==> src/rtl/wb_pkg.sv <==
`default_nettype none
// ============================================================================
// Module      : wb_pkg
// Description : Shared types for the writeback stage (op codes, FSM states).
// Revision    : 1.0 - initial release
// ============================================================================
package wb_pkg;

    localparam int WB_OP_W = 4;

    typedef enum logic [WB_OP_W-1:0] {
        WB_NONE   = 4'd0,
        WB_MFHI   = 4'd1,
        WB_MFLO   = 4'd2,
        WB_MTHI   = 4'd3,
        WB_MTLO   = 4'd4,
        WB_MFC0   = 4'd5,
        WB_MTC0   = 4'd6,
        WB_ERET   = 4'd7,
        WB_MULDIV = 4'd8
    } wb_op_e;

    typedef enum logic [1:0] {
        WB_ST_EMPTY     = 2'd0,
        WB_ST_FULL      = 2'd1,
        WB_ST_WAIT_LOAD = 2'd2
    } wb_state_e;

endpackage
`default_nettype wire

==> src/rtl/hilo_regs.sv <==
`default_nettype none
// ============================================================================
// Module      : hilo_regs
// Description : HI/LO register pair with independent write enables and data.
// Revision    : 1.0 - initial release
// ============================================================================
module hilo_regs #(
    parameter int DATA_W = 32
) (
    input  logic              clock,
    input  logic              reset,
    input  logic              we_hi,
    input  logic              we_lo,
    input  logic [DATA_W-1:0] hi_wdata,
    input  logic [DATA_W-1:0] lo_wdata,
    output logic [DATA_W-1:0] hi,
    output logic [DATA_W-1:0] lo
);

    logic [DATA_W-1:0] r_hi;
    logic [DATA_W-1:0] r_lo;

    always_ff @(posedge clock) begin
        if (reset) begin
            r_hi <= '0;
            r_lo <= '0;
        end else begin
            if (we_hi) r_hi <= hi_wdata;
            if (we_lo) r_lo <= lo_wdata;
        end
    end

    assign hi = r_hi;
    assign lo = r_lo;

endmodule
`default_nettype wire

==> src/rtl/wb_stage.sv <==
`default_nettype none
// ============================================================================
// Module      : wb_stage
// Description : Pipelined MIPS writeback stage with valid/allow_in handshake,
//               HI/LO ownership, load wait and exception/ERET flush.
// Revision    : 1.0 - initial release
// ============================================================================
module wb_stage
    import wb_pkg::*;
#(
    parameter int DATA_W  = 32,
    parameter int EX_W    = 6,
    parameter int RADDR_W = 5
) (
    input  logic                clock,
    input  logic                reset,
    input  logic                valid_in,
    output logic                allow_in,
    input  logic [DATA_W-1:0]   pc_in,
    input  logic [RADDR_W-1:0]  dest_in,
    input  logic [EX_W-1:0]     ex_in,
    input  logic                reg_we_in,
    input  logic                is_bd_in,
    input  logic                is_load_in,
    input  logic [WB_OP_W-1:0]  op_in,
    input  logic [7:0]          cp0_sel_in,
    input  logic [DATA_W-1:0]   wb_value_in,
    input  logic [DATA_W-1:0]   hi_in,
    input  logic [DATA_W-1:0]   lo_in,
    input  logic                mem_rdata_valid,
    input  logic [DATA_W-1:0]   mem_rdata,
    output logic                regfile_we,
    output logic [RADDR_W-1:0]  regfile_waddr,
    output logic [DATA_W-1:0]   regfile_wdata,
    output logic                cp0_we,
    output logic [7:0]          cp0_addr,
    output logic [DATA_W-1:0]   cp0_wdata,
    input  logic [DATA_W-1:0]   cp0_rdata,
    output logic                exc_commit,
    output logic [EX_W-1:0]     exc_vec,
    output logic [DATA_W-1:0]   exc_epc,
    output logic                exc_bd,
    output logic                eret,
    output logic                flush,
    output logic                fwd_valid,
    output logic [RADDR_W-1:0]  fwd_dest,
    output logic [DATA_W-1:0]   fwd_data
);

    localparam logic [1:0] c_ST_EMPTY     = WB_ST_EMPTY;
    localparam logic [1:0] c_ST_FULL      = WB_ST_FULL;
    localparam logic [1:0] c_ST_WAIT_LOAD = WB_ST_WAIT_LOAD;

    logic [1:0]          r_state;
    logic [DATA_W-1:0]   r_pc;
    logic [RADDR_W-1:0]  r_dest;
    logic [EX_W-1:0]     r_ex;
    logic                r_reg_we;
    logic                r_is_bd;
    logic                r_is_load;
    logic [WB_OP_W-1:0]  r_op;
    logic [7:0]          r_cp0_sel;
    logic [DATA_W-1:0]   r_wb_value;
    logic [DATA_W-1:0]   r_hi_in;
    logic [DATA_W-1:0]   r_lo_in;

    logic                w_commit;
    logic                w_exc;
    logic                w_ok;
    logic                w_flush;
    logic                w_allow;
    logic                w_accept;
    logic                w_we_hi;
    logic                w_we_lo;
    logic [DATA_W-1:0]   w_hi;
    logic [DATA_W-1:0]   w_lo;
    logic [DATA_W-1:0]   w_result;

    assign w_exc    = |r_ex;
    // mem_rdata_valid only matters while a load is actually waiting
    assign w_commit = (r_state == c_ST_FULL) ||
                      ((r_state == c_ST_WAIT_LOAD) && mem_rdata_valid);
    assign w_ok     = w_commit && !w_exc;
    assign w_flush  = w_commit && (w_exc || (r_op == WB_ERET));
    assign w_allow  = (r_state == c_ST_EMPTY) || (w_commit && !w_flush);
    assign w_accept = valid_in && w_allow;

    always_ff @(posedge clock) begin
        if (reset) begin
            r_state    <= c_ST_EMPTY;
            r_pc       <= '0;
            r_dest     <= '0;
            r_ex       <= '0;
            r_reg_we   <= 1'b0;
            r_is_bd    <= 1'b0;
            r_is_load  <= 1'b0;
            r_op       <= WB_NONE;
            r_cp0_sel  <= '0;
            r_wb_value <= '0;
            r_hi_in    <= '0;
            r_lo_in    <= '0;
        end else if (w_accept) begin
            r_state    <= (is_load_in && (ex_in == '0)) ? c_ST_WAIT_LOAD : c_ST_FULL;
            r_pc       <= pc_in;
            r_dest     <= dest_in;
            r_ex       <= ex_in;
            r_reg_we   <= reg_we_in;
            r_is_bd    <= is_bd_in;
            r_is_load  <= is_load_in;
            r_op       <= op_in;
            r_cp0_sel  <= cp0_sel_in;
            r_wb_value <= wb_value_in;
            r_hi_in    <= hi_in;
            r_lo_in    <= lo_in;
        end else if (w_commit) begin
            r_state    <= c_ST_EMPTY;
        end
    end

    // MULDIV writes both halves on the same edge from their own sources
    assign w_we_hi = w_ok && ((r_op == WB_MTHI) || (r_op == WB_MULDIV));
    assign w_we_lo = w_ok && ((r_op == WB_MTLO) || (r_op == WB_MULDIV));

    hilo_regs #(
        .DATA_W   (DATA_W)
    ) u_hilo (
        .clock    (clock),
        .reset    (reset),
        .we_hi    (w_we_hi),
        .we_lo    (w_we_lo),
        .hi_wdata ((r_op == WB_MULDIV) ? r_hi_in : r_wb_value),
        .lo_wdata ((r_op == WB_MULDIV) ? r_lo_in : r_wb_value),
        .hi       (w_hi),
        .lo       (w_lo)
    );

    always_comb begin
        w_result = r_wb_value;
        case (r_op)
            WB_MFHI: w_result = w_hi;
            WB_MFLO: w_result = w_lo;
            WB_MFC0: w_result = cp0_rdata;
            default: w_result = r_is_load ? mem_rdata : r_wb_value;
        endcase
    end

    assign allow_in      = w_allow;
    assign flush         = w_flush;

    assign regfile_we    = w_ok && r_reg_we;
    assign regfile_waddr = regfile_we ? r_dest : '0;
    assign regfile_wdata = regfile_we ? w_result : '0;

    assign cp0_we        = w_ok && (r_op == WB_MTC0);
    assign cp0_addr      = r_cp0_sel;
    assign cp0_wdata     = cp0_we ? r_wb_value : '0;

    assign eret          = w_ok && (r_op == WB_ERET);

    assign exc_commit    = w_commit && w_exc;
    assign exc_vec       = exc_commit ? r_ex : '0;
    assign exc_epc       = exc_commit ? (r_is_bd ? (r_pc - DATA_W'(4)) : r_pc) : '0;
    assign exc_bd        = exc_commit && r_is_bd;

    assign fwd_valid     = r_reg_we && !w_exc && ((r_state == c_ST_FULL) || w_commit);
    assign fwd_dest      = fwd_valid ? r_dest : '0;
    assign fwd_data      = fwd_valid ? w_result : '0;

endmodule
`default_nettype wire
==> config.mk <==
export PLATFORM = sky130hd
export DESIGN_NAME = wb_stage
export DESIGN_NICKNAME = d
export VERILOG_FILES = /design/src/rtl/wb_pkg.sv /design/src/rtl/hilo_regs.sv /design/src/rtl/wb_stage.sv
export SDC_FILE = /design/constraint.sdc
export NUM_CORES = 1
export LEC_CHECK = 0
export BUFFER_PORTS_ARGS = -buffer_cell sky130_fd_sc_hd__buf_2
export CAP_MARGIN = 0
export CORE_MARGIN = 5
export CORE_UTILIZATION = 55
export DETAILED_ROUTE_END_ITERATION = 7
export GPL_TIMING_DRIVEN = 0
export PLACE_DENSITY_LB_ADDON = 0.12
export RECOVER_POWER = 25
export SETUP_SLACK_MARGIN = 0.02
export SKIP_CTS_REPAIR_TIMING = 1
export SLEW_MARGIN = 15
export SYNTH_ARGS = -nofsm -noshare
export SYNTH_HDL_FRONTEND = slang
export SYNTH_SLANG_ARGS = --single-unit
export TNS_END_PERCENT = 1
==> constraint.sdc <==
create_clock -name clock -period 4.45 [get_ports clock]
set_clock_uncertainty 0.1 [all_clocks]
set_input_delay 0.2225 -clock clock [delete_from_list [all_inputs] [get_ports clock]]
set_output_delay 0.2225 -clock clock [all_outputs]
set_load 0.02 [all_outputs]
==> results of run 1 <==
-- per-layer routing --
metal | GRT usage | vias to the layer above | routed length [um]
met4 | 0.174 | 6 | 2450
li1 | - | 6257 | -
met5 | 0 | - | 36
met2 | 0.576 | 823 | 22400
met1 | 0.444 | 6422 | 18700
met3 | 0.0779 | 162 | 4940
-- sequential cells by signal (all words and copies together), names as in the netlist --
signal and count:
r_is_bd 1, r_hi_in 32, r_state 2, r_reg_we 1
u_hilo.lo 32, r_wb_value 32, u_hilo.hi 32, cp0_addr 8
r_is_load 1, r_dest 5, r_pc 32, r_op 4
r_ex 6, r_lo_in 32
-- area by class of cell --
class                      instances  share of cell area
inverter                           6             0.00147
clock inverter                     4             0.00294
multi-input combinational       1031               0.454
buffer                           170              0.0466
clock buffer                      35              0.0438
tap                              280              0.0229
sequential                       220               0.287
timing repair buffer             408               0.141
-- critical path: cells and delay by family (launching register included) --
kind,cells,cell delay (ns)
buffers and inverters,3,1.13
flip-flops,1,0.31
AND/OR/NAND/NOR,1,0.87
AO/OA/AOI/OAI,2,0.50
-- how the worst max path moves through the flow --
stage | start | end | cells past startpoint
final | r_op[2] | fwd_data[12] | 6
after detailed placement | r_ex[5] | fwd_data[0] | 7
after global placement | r_op[0] | fwd_data[12] | 6
after global routing | r_ex[5] | fwd_data[0] | 7
after floorplan | r_pc[24] | exc_epc[30] | 4
after CTS | r_ex[5] | fwd_data[0] | 7
-- cell usage after synthesis (5+ instances only) --
master	instances	share of area
and3_1	12	0.0061
a211oi_2	50	0.051
nor2_1	24	0.0074
buf_4	6	0.0037
xor2_1	9	0.0064
nand4_1	7	0.0036
mux2i_1	87	0.071
o31ai_1	8	0.0049
buf_6	6	0.0055
or3_1	5	0.0026
buf_2	24	0.0098
nand2_1	220	0.067
buf_1	9	0.0028
inv_1	5	0.0015
clkbuf_1	124	0.038
a211oi_1	15	0.0092
nand2b_1	7	0.0036
a41o_1	136	0.11
and2_1	44	0.022
a222oi_1	32	0.026
a21oi_1	275	0.11
nor4_1	10	0.0051
or4_1	11	0.0067
dfxtp_1	220	0.36
mux2_2	32	0.029
-- power breakdown --
part | switching (mW) | internal [mW]
clock network | 0.780 | 1.09
registers | 0.198 | 2.17
logic | 1.02 | 0.576
-- per-stage QoR --
step | power (mW) | utilization | instance area, um^2 | hold WS (ns)
global placement | 3.91 | 0.663 | 14500 | 0.345
floorplan | 3.39 | - | 12300 | 0.265
detailed placement | 3.95 | 0.664 | 14500 | 0.359
CTS | 5.79 | 0.696 | 15200 | -0.143
global route | 6.05 | 0.700 | 15300 | 0.000140
finish | 5.83 | 0.700 | 15300 | -0.0296
-- cells by family (layout without fill, tap and decap cells) --
| logic type | count (synthesis) | in the layout | share of synthesized area |
|---|---|---|---|
| flops | 220 | 220 | 0.359 |
| compound gates | 528 | 528 | 0.324 |
| simple gates | 370 | 370 | 0.144 |
| mux | 119 | 119 | 0.100 |
| xor+xnor | 13 | 13 | 0.00929 |
| buf+inv | 176 | 623 | 0.0620 |
| fa+ha+maj | 1 | 1 | 0.00102 |
==> flow_metrics.env, run 1 <==
export IMPL_status="complete, but fails checks"
export IMPL_violations="hold timing"
export IMPL_post_drt_via_cell_ratio=6.35
export IMPL_grt_max_degree=14
export IMPL_path_max_fanout=10
export IMPL_synth_seq_area_share=0.359
export IMPL_dr_pass1_iters=7
export IMPL_timing_hold_ws_ns=-0.0296
export IMPL_ys_seq_elements=220
export IMPL_cts_sinks=220
export IMPL_relSlewSlack=0.279
export IMPL_clkSlewWorstSetupHoldPaths_ns=0.06
export IMPL_cts_buffers=23
export IMPL_crit_path_max_incr_delay_ns=0.87
export IMPL_cp_start_kind="flop"
export IMPL_mostFrequentLayoutCells="383 x buf_2, 275 x a21oi_1, 220 x nand2_1, 220 x dfxtp_1, 158 x clkbuf_1"
export IMPL_die_w_um=159
export IMPL_via_count=13700
export IMPL_design_die_area_mm2=0.0254
export IMPL_hold_path_class="in2reg"
export IMPL_die_height_um=159
export IMPL_route_detailed_drc=0
export IMPL_antenna_cells=0
export IMPL_dp_slack_ns=1.48
export IMPL_syn_area_mm2=0.0123
export IMPL_critPathArrivalTime_ns=3.32
export IMPL_cp_common_cell="clkbuf_1"
export IMPL_routed_wirelength_um=48500
export IMPL_worst_pin_slew_ns=1.08
export IMPL_core_area_mm2=0.0219
export IMPL_synth_edff_count=0
export IMPL_r2r_end="u_hilo.lo[21]"
export IMPL_n_fill_cell=1915
export IMPL_cts_tree="done"
export IMPL_slowest_stage="nor4bb_2"
export IMPL_synthCells=1427
export IMPL_grt_usage=0.354
export IMPL_min_from="wb_value_in[19]"
export IMPL_drt_iter0_drc=1418
export IMPL_path_cells="clkbuf_1 > nor4bb_2 > clkbuf_1 > a222oi_1 > a21oi_1 > buf_2"
export IMPL_fin_crit_sh=0.820
export IMPL_hold_viol_final=43
export IMPL_grt_pass1_wl_um=73200
export IMPL_rows=54
export IMPL_finalWorstSetupSlack_ns=0.803
export IMPL_multi_input_area_mm2=0.00696
export IMPL_io_pins=382
export IMPL_r2r_setup_slack_ns=1.33
export IMPL_clock_latency_ns=0.50
export IMPL_htreeDepth=1
export IMPL_synth_nets=1650
export IMPL_start_util=0.560
export IMPL_portBuffers=381
export IMPL_min_to="r_wb_value[19]"
export IMPL_ys_async_sr_fraction=0
export IMPL_powerDensity_mw_per_mm2=380
export IMPL_final_cells=2154
export IMPL_cp_end_kind="primary output"
export IMPL_tns_ns=0
export IMPL_setup_viol=0
export IMPL_max_cap_violations=0
export IMPL_worst_r2r_startpoint="r_op[3]"
export IMPL_final_seq_area_mm2=0.00440
export IMPL_syn_avg_cell_area_um2=8.59
export IMPL_clk_path_buf_depth=3
export IMPL_dpl_hpwl_um=35600
export IMPL_ys_warn_count=0
export IMPL_final_max_slew_violation_count=0
export IMPL_overflow=0
export IMPL_root_buffer="clkbuf_16"
export IMPL_final_nets=2083
export IMPL_final_common_cell="buf_2"
export IMPL_ir_worst_vdd_mv=0.278
export IMPL_worstSetupPathType="reg2out"
export IMPL_ys_types=53
export IMPL_wl_per_cell_um=22.5
export IMPL_dp_cells=2088
export IMPL_p_leak_nw=7.69
export IMPL_whs_path_depth=4
export IMPL_synthToLayoutAreaGrowth_pct=25.1
export IMPL_r2r_cells=7
export IMPL_fmax_mhz=274
export IMPL_drive_gt1_frac=0.260
export IMPL_synth_flop_cell="dfxtp_1"
export IMPL_ant_nets=0
export IMPL_gp_congestion=0.949
export IMPL_antenna_found_initial=3
export IMPL_rsz0062_at_grt="no"
export IMPL_grt_pass1_vias=13300
export IMPL_cp_data_required_time_ns=4.13
export IMPL_fin_crit_ns=3.65
No activity file was read; power rests on OpenSTA's default activity.
==> run 2, diff against run 1 <==
- CORE_UTILIZATION: 55 -> 52
- clock period: 4.45 -> 3.4 ns (I/O delays scaled with it)
==> run 2 against run 1 <==
  * The flow finishes with violations (DRC, hold timing)
  * Via count is 3.2% higher
  * Critical endpoint is now regfile_wdata[1]
  * Flip-flop and latch count did not move
  * Utilization increased by 1.6 points
  * Critical path depth increased by 1
  * Sequential share of layout area down 2.4 points
  * Highest routed layer unchanged
  * Routed wire length up 2.9%
  * Non-clock buffer count rose by 106
  * Final cell count grew 7.0%
  * Count of clock-buffer cells in the layout is the same
  * Design area rose by 9.0%
  * Global-route usage is 1.8 points lower
  * Critical path type unchanged
  * Hold slack got worse by 0.028 ns
==> flow_metrics.env, run 2 (same netlist as run 1, synthesis figures left out) <==
export IMPL_status="complete, but fails checks"
export IMPL_violations="DRC, hold timing"
export IMPL_clk_path_buf_depth=3
export IMPL_max_cap_violations=0
export IMPL_clkSlewWorstSetupHoldPaths_ns=0.06
export IMPL_die_height_um=164
export IMPL_drt_iter0_drc=1467
export IMPL_r2r_setup_slack_ns=0.67
export IMPL_final_nets=2190
export IMPL_n_fill_cell=1924
export IMPL_htreeDepth=1
export IMPL_worstSetupPathType="reg2out"
export IMPL_wl_per_cell_um=21.7
export IMPL_cts_sinks=220
export IMPL_io_pins=382
export IMPL_routed_wirelength_um=49900
export IMPL_cp_data_required_time_ns=3.13
export IMPL_antenna_found_initial=3
export IMPL_grt_pass1_wl_um=70800
export IMPL_r2r_cells=7
export IMPL_postLayoutCellArea_mm2=0.0167
export IMPL_overflow=0
export IMPL_route_detailed_drc=1
export IMPL_cp_start_kind="flop"
export IMPL_powerDensity_mw_per_mm2=478
export IMPL_clock_latency_ns=0.51
export IMPL_drive_gt1_frac=0.273
export IMPL_synthToLayoutAreaGrowth_pct=36.3
export IMPL_fin_crit_ns=3.35
export IMPL_fin_crit_sh=0.985
export IMPL_start_util=0.525
export IMPL_worst_pin_slew_ns=1.16
export IMPL_grt_max_degree=14
export IMPL_dpl_hpwl_um=35300
export IMPL_grt_pass1_vias=12800
export IMPL_relSlewSlack=0.219
export IMPL_p_leak_nw=8.26
export IMPL_mostFrequentLayoutCells="394 x buf_2, 275 x a21oi_1, 220 x dfxtp_1"
export IMPL_dp_slack_ns=0.487
export IMPL_r2r_end="r_wb_value[10]"
export IMPL_die_w_um=164
export IMPL_worst_r2r_startpoint="r_op[1]"
export IMPL_core_area_mm2=0.0233
export IMPL_ir_worst_vdd_mv=0.418
export IMPL_rows=56
export IMPL_fmax_mhz=299
export IMPL_rsz0062_at_grt="yes"
export IMPL_critPathArrivalTime_ns=3.08
export IMPL_cts_tree="done"
export IMPL_portBuffers=381
export IMPL_grt_usage=0.335
export IMPL_final_max_slew_violation_count=0
export IMPL_dpl_cell_area_mm2=0.0146
export IMPL_post_drt_via_cell_ratio=6.12
export IMPL_ant_nets=0
export IMPL_final_common_cell="buf_2"
export IMPL_tns_ns=0
export IMPL_setup_viol=0
export IMPL_dr_pass1_iters=8
export IMPL_root_buffer="clkbuf_16"
export IMPL_cp_end_kind="primary output"
export IMPL_cts_buffers=24
export IMPL_endpoint="regfile_wdata[1]"
export IMPL_via_count=14100
export IMPL_crit_start="r_op[1]"
export IMPL_path_max_fanout=10
export IMPL_gp_congestion=0.913
export IMPL_finalWorstSetupSlack_ns=0.0510
export IMPL_hold_path_class="in2reg"
export IMPL_hold_viol_final=17
export IMPL_design_die_area_mm2=0.0267
export IMPL_timing_hold_ws_ns=-0.0573
[run 2: final cells by class]
type / instances / area (um^2) / area share
Clock inverter: 8 / 92.6 / 0.00554
Antenna cell: 2 / 5.00 / 0.000300
Inverter: 6 / 22.5 / 0.00135
Buffer: 170 / 736 / 0.0441
Clock buffer: 35 / 713 / 0.0427
Sequential cell: 220 / 4400 / 0.264
Multi-Input combinational cell: 1031 / 7110 / 0.426
Timing Repair Buffer: 514 / 3220 / 0.193
Tap cell: 319 / 399 / 0.0239
[run 2: through the flow]
step / util / power (mW) / instances
floorplan: - / 4.44 / 1427
global placement: 0.624 / 5.12 / 2127
detailed placement: 0.625 / 5.16 / 2127
CTS: 0.659 / 7.80 / 2170
global route: 0.716 / 8.28 / 2305
finish: 0.716 / 7.98 / 2305
[run 2: power by group]
part | switching (mW) | internal, mW
registers | 0.252 | 2.84
logic | 1.37 | 0.847
clock network | 1.08 | 1.60
[run 2: worst min-delay path by stage]
| stage | cells after the start | start | to |
|---|---|---|---|
| 6_report | 4 | hi_in[8] | r_hi_in[8] |
| 5_1_grt | 4 | lo_in[23] | r_lo_in[23] |
| 4_1_cts | 3 | hi_in[31] | r_hi_in[31] |
| 3_5_place_dp | 3 | reg_we_in | r_reg_we |
| 3_3_place_gp | 3 | wb_value_in[30] | r_wb_value[30] |
| 2_1_floorplan | 2 | hi_in[31] | r_hi_in[31] |
[run 2: worst max-delay path, stage by stage (launching register included)]
cell      delay (ns)
dfxtp_1         0.32
buf_2           0.21
nor3b_1         0.26
nor2b_1         0.62
clkbuf_1        0.46
a222oi_1        0.21
a21oi_1         0.27
buf_2           0.22
[run 2: per-layer routing]
metal	GRT usage	vias up	wire (um)	part of all wire
met1	0.423	6670	19300	0.39
met4	0.132	2	2020	0.040
met3	0.0863	153	4890	0.098
met2	0.551	793	23700	0.47
met5	0	-	8	0.00016
li1	-	6483	-	-
==> run 3, diff against run 2 <==
- CTS_CLUSTER_DIAMETER: unset -> 60
- GPL_TIMING_DRIVEN: 0 -> unset
- RECOVER_POWER: 25 -> 50
==> run 3 against run 2 <==
  * The flow finishes with violations (hold timing, capacitance limit, slew limit)
  * Clock power shrank 5%
  * Utilization down 1.4 points
  * Via count fell by 6.5%
  * Flip-flop and latch count stayed put
  * Critical endpoint is now cp0_wdata[30]
  * Largest power group unchanged
==> flow_metrics.env, run 3 (same netlist as run 1, synthesis figures left out) <==
export IMPL_gp_congestion=0.882
export IMPL_synthToLayoutAreaGrowth_pct=33.6
export IMPL_status="complete, but fails checks"
export IMPL_io_pins=382
export IMPL_cts_sinks=220
export IMPL_portBuffers=381
export IMPL_clk_path_buf_depth=3
export IMPL_cts_buffers=25
export IMPL_hold_path_class="in2reg"
export IMPL_met3_length_um=3290
export IMPL_drt_iter0_drc=1308
export IMPL_via_count=13200
export IMPL_clkSlewWorstSetupHoldPaths_ns=0.06
export IMPL_grt_usage=0.284
export IMPL_wl_per_cell_um=19.9
export IMPL_dpl_cell_area_mm2=0.0142
export IMPL_wl_met2_um=20700
export IMPL_worstSetupPathType="reg2out"
export IMPL_ir_worst_vdd_mv=0.362
export IMPL_route_detailed_drc=0
export IMPL_antenna_found_initial=5
export IMPL_routed_wirelength_um=43200
export IMPL_p_leak_nw=8.10
export IMPL_cp_data_required_time_ns=3.13
export IMPL_max_cap_violations=1
export IMPL_start_util=0.525
export IMPL_grt_pass1_vias=11900
export IMPL_fin_crit_sh=0.960
export IMPL_core_area_mm2=0.0233
export IMPL_totalPowerFinal_mw=7.67
export IMPL_tns_ns=0
export IMPL_dp_cells=1984
export IMPL_final_common_cell="buf_2"
export IMPL_dr_pass1_iters=7
export IMPL_critPathArrivalTime_ns=2.99
export IMPL_top_layer="met4"
export IMPL_cp_start_kind="flop"
export IMPL_mostFrequentLayoutCells="362 x buf_2, 274 x a21oi_1, 219 x dfxtp_1"
export IMPL_final_cells=2173
export IMPL_fin_crit_ns=3.26
export IMPL_violations="hold timing, capacitance limit, slew limit"
export IMPL_drive_gt1_frac=0.284
export IMPL_overflow=0
export IMPL_ant_nets=0
export IMPL_grt_pass1_wl_um=62200
export IMPL_clock_latency_ns=0.51
export IMPL_root_buffer="clkbuf_16"
export IMPL_setup_viol=0
export IMPL_cp_end_kind="primary output"
export IMPL_dpl_hpwl_um=26900
export IMPL_powerDensity_mw_per_mm2=468
export IMPL_die_w_um=164
export IMPL_final_nets=2060
export IMPL_post_drt_via_cell_ratio=6.07
export IMPL_n_fill_cell=1854
export IMPL_path_max_fanout=17
export IMPL_design_die_area_mm2=0.0267
export IMPL_final_seq_area_mm2=0.00441
export IMPL_timing_hold_ws_ns=-0.0815
export IMPL_postLayoutCellArea_mm2=0.0164
export IMPL_fmax_mhz=306
export IMPL_final_max_slew_violation_count=248
export IMPL_relSlewSlack=-0.146
export IMPL_rows=56
export IMPL_die_height_um=164
export IMPL_cts_tree="done"
export IMPL_grt_max_degree=248
export IMPL_worst_pin_slew_ns=1.72
export IMPL_hold_viol_final=10
export IMPL_multi_input_area_mm2=0.00717
export IMPL_htreeDepth=1
export IMPL_wl_met1_um=17800
## run 3: cell count changes in the layout (fill, tap and decap cells not counted), moves of 3 or more
cell           before  now
buf_1               9    0
buf_2             394  362
buf_12              0    6
buf_6               6    1
diode_2             2    5
clkbuf_8            5    1
buf_4               8   21
clkbuf_1          140   26
dlygate4sd3_1     131  144
## run 3: worst max-delay path, cell delays in order (launching register included)
cell and delay [ns]:
dfxtp_1 0.32, or4_1 0.57, a2111oi_4 0.68, and3_1 0.30
buf_4 0.26, and2_1 0.18, buf_2 0.17
## run 3: worst paths after layout
kind	end	cells after the start	slack, ns	start
max reg2reg	r_pc[11]	5	0.33	r_state[1]
max	cp0_wdata[30]	6	0.14	r_ex[5]
min reg2reg	r_lo_in[31]	2	0.36	r_lo_in[31]
min	r_pc[30]	4	-0.08	pc_in[30]
## run 3: layout make-up
class | instances | area share
antenna | 5 | 0.000764
multi-input combinational | 1031 | 0.438
inverter | 6 | 0.00183
timing repair buffer | 553 | 0.221
tap | 319 | 0.0244
sequential | 220 | 0.269
clock buffer | 33 | 0.0406
clock inverter | 6 | 0.00512
## run 3: power breakdown
part           internal [mW]  leakage (nW)  switching [mW]
sequential              2.84          1.80           0.289
combinational          0.808          5.93            1.19
clock                   1.51         0.368            1.03
## run 3: stage by stage
stage	setup WS, ns	util	hold slack, ns
3_3_place_gp	0.750	0.610	0.319
2_1_floorplan	1.13	-	0.212
3_5_place_dp	0.681	0.610	0.327
6_report	0.137	0.702	-0.0815
5_1_grt	-0.0295	0.702	-0.00143
4_1_cts	0.159	0.642	-0.221
## run 3: routing by layer
layer,up-vias,track usage
li1,6214,-
met1,6270,0.365
met2,605,0.463
met3,102,0.0621
met4,0,0.117
met5,-,0
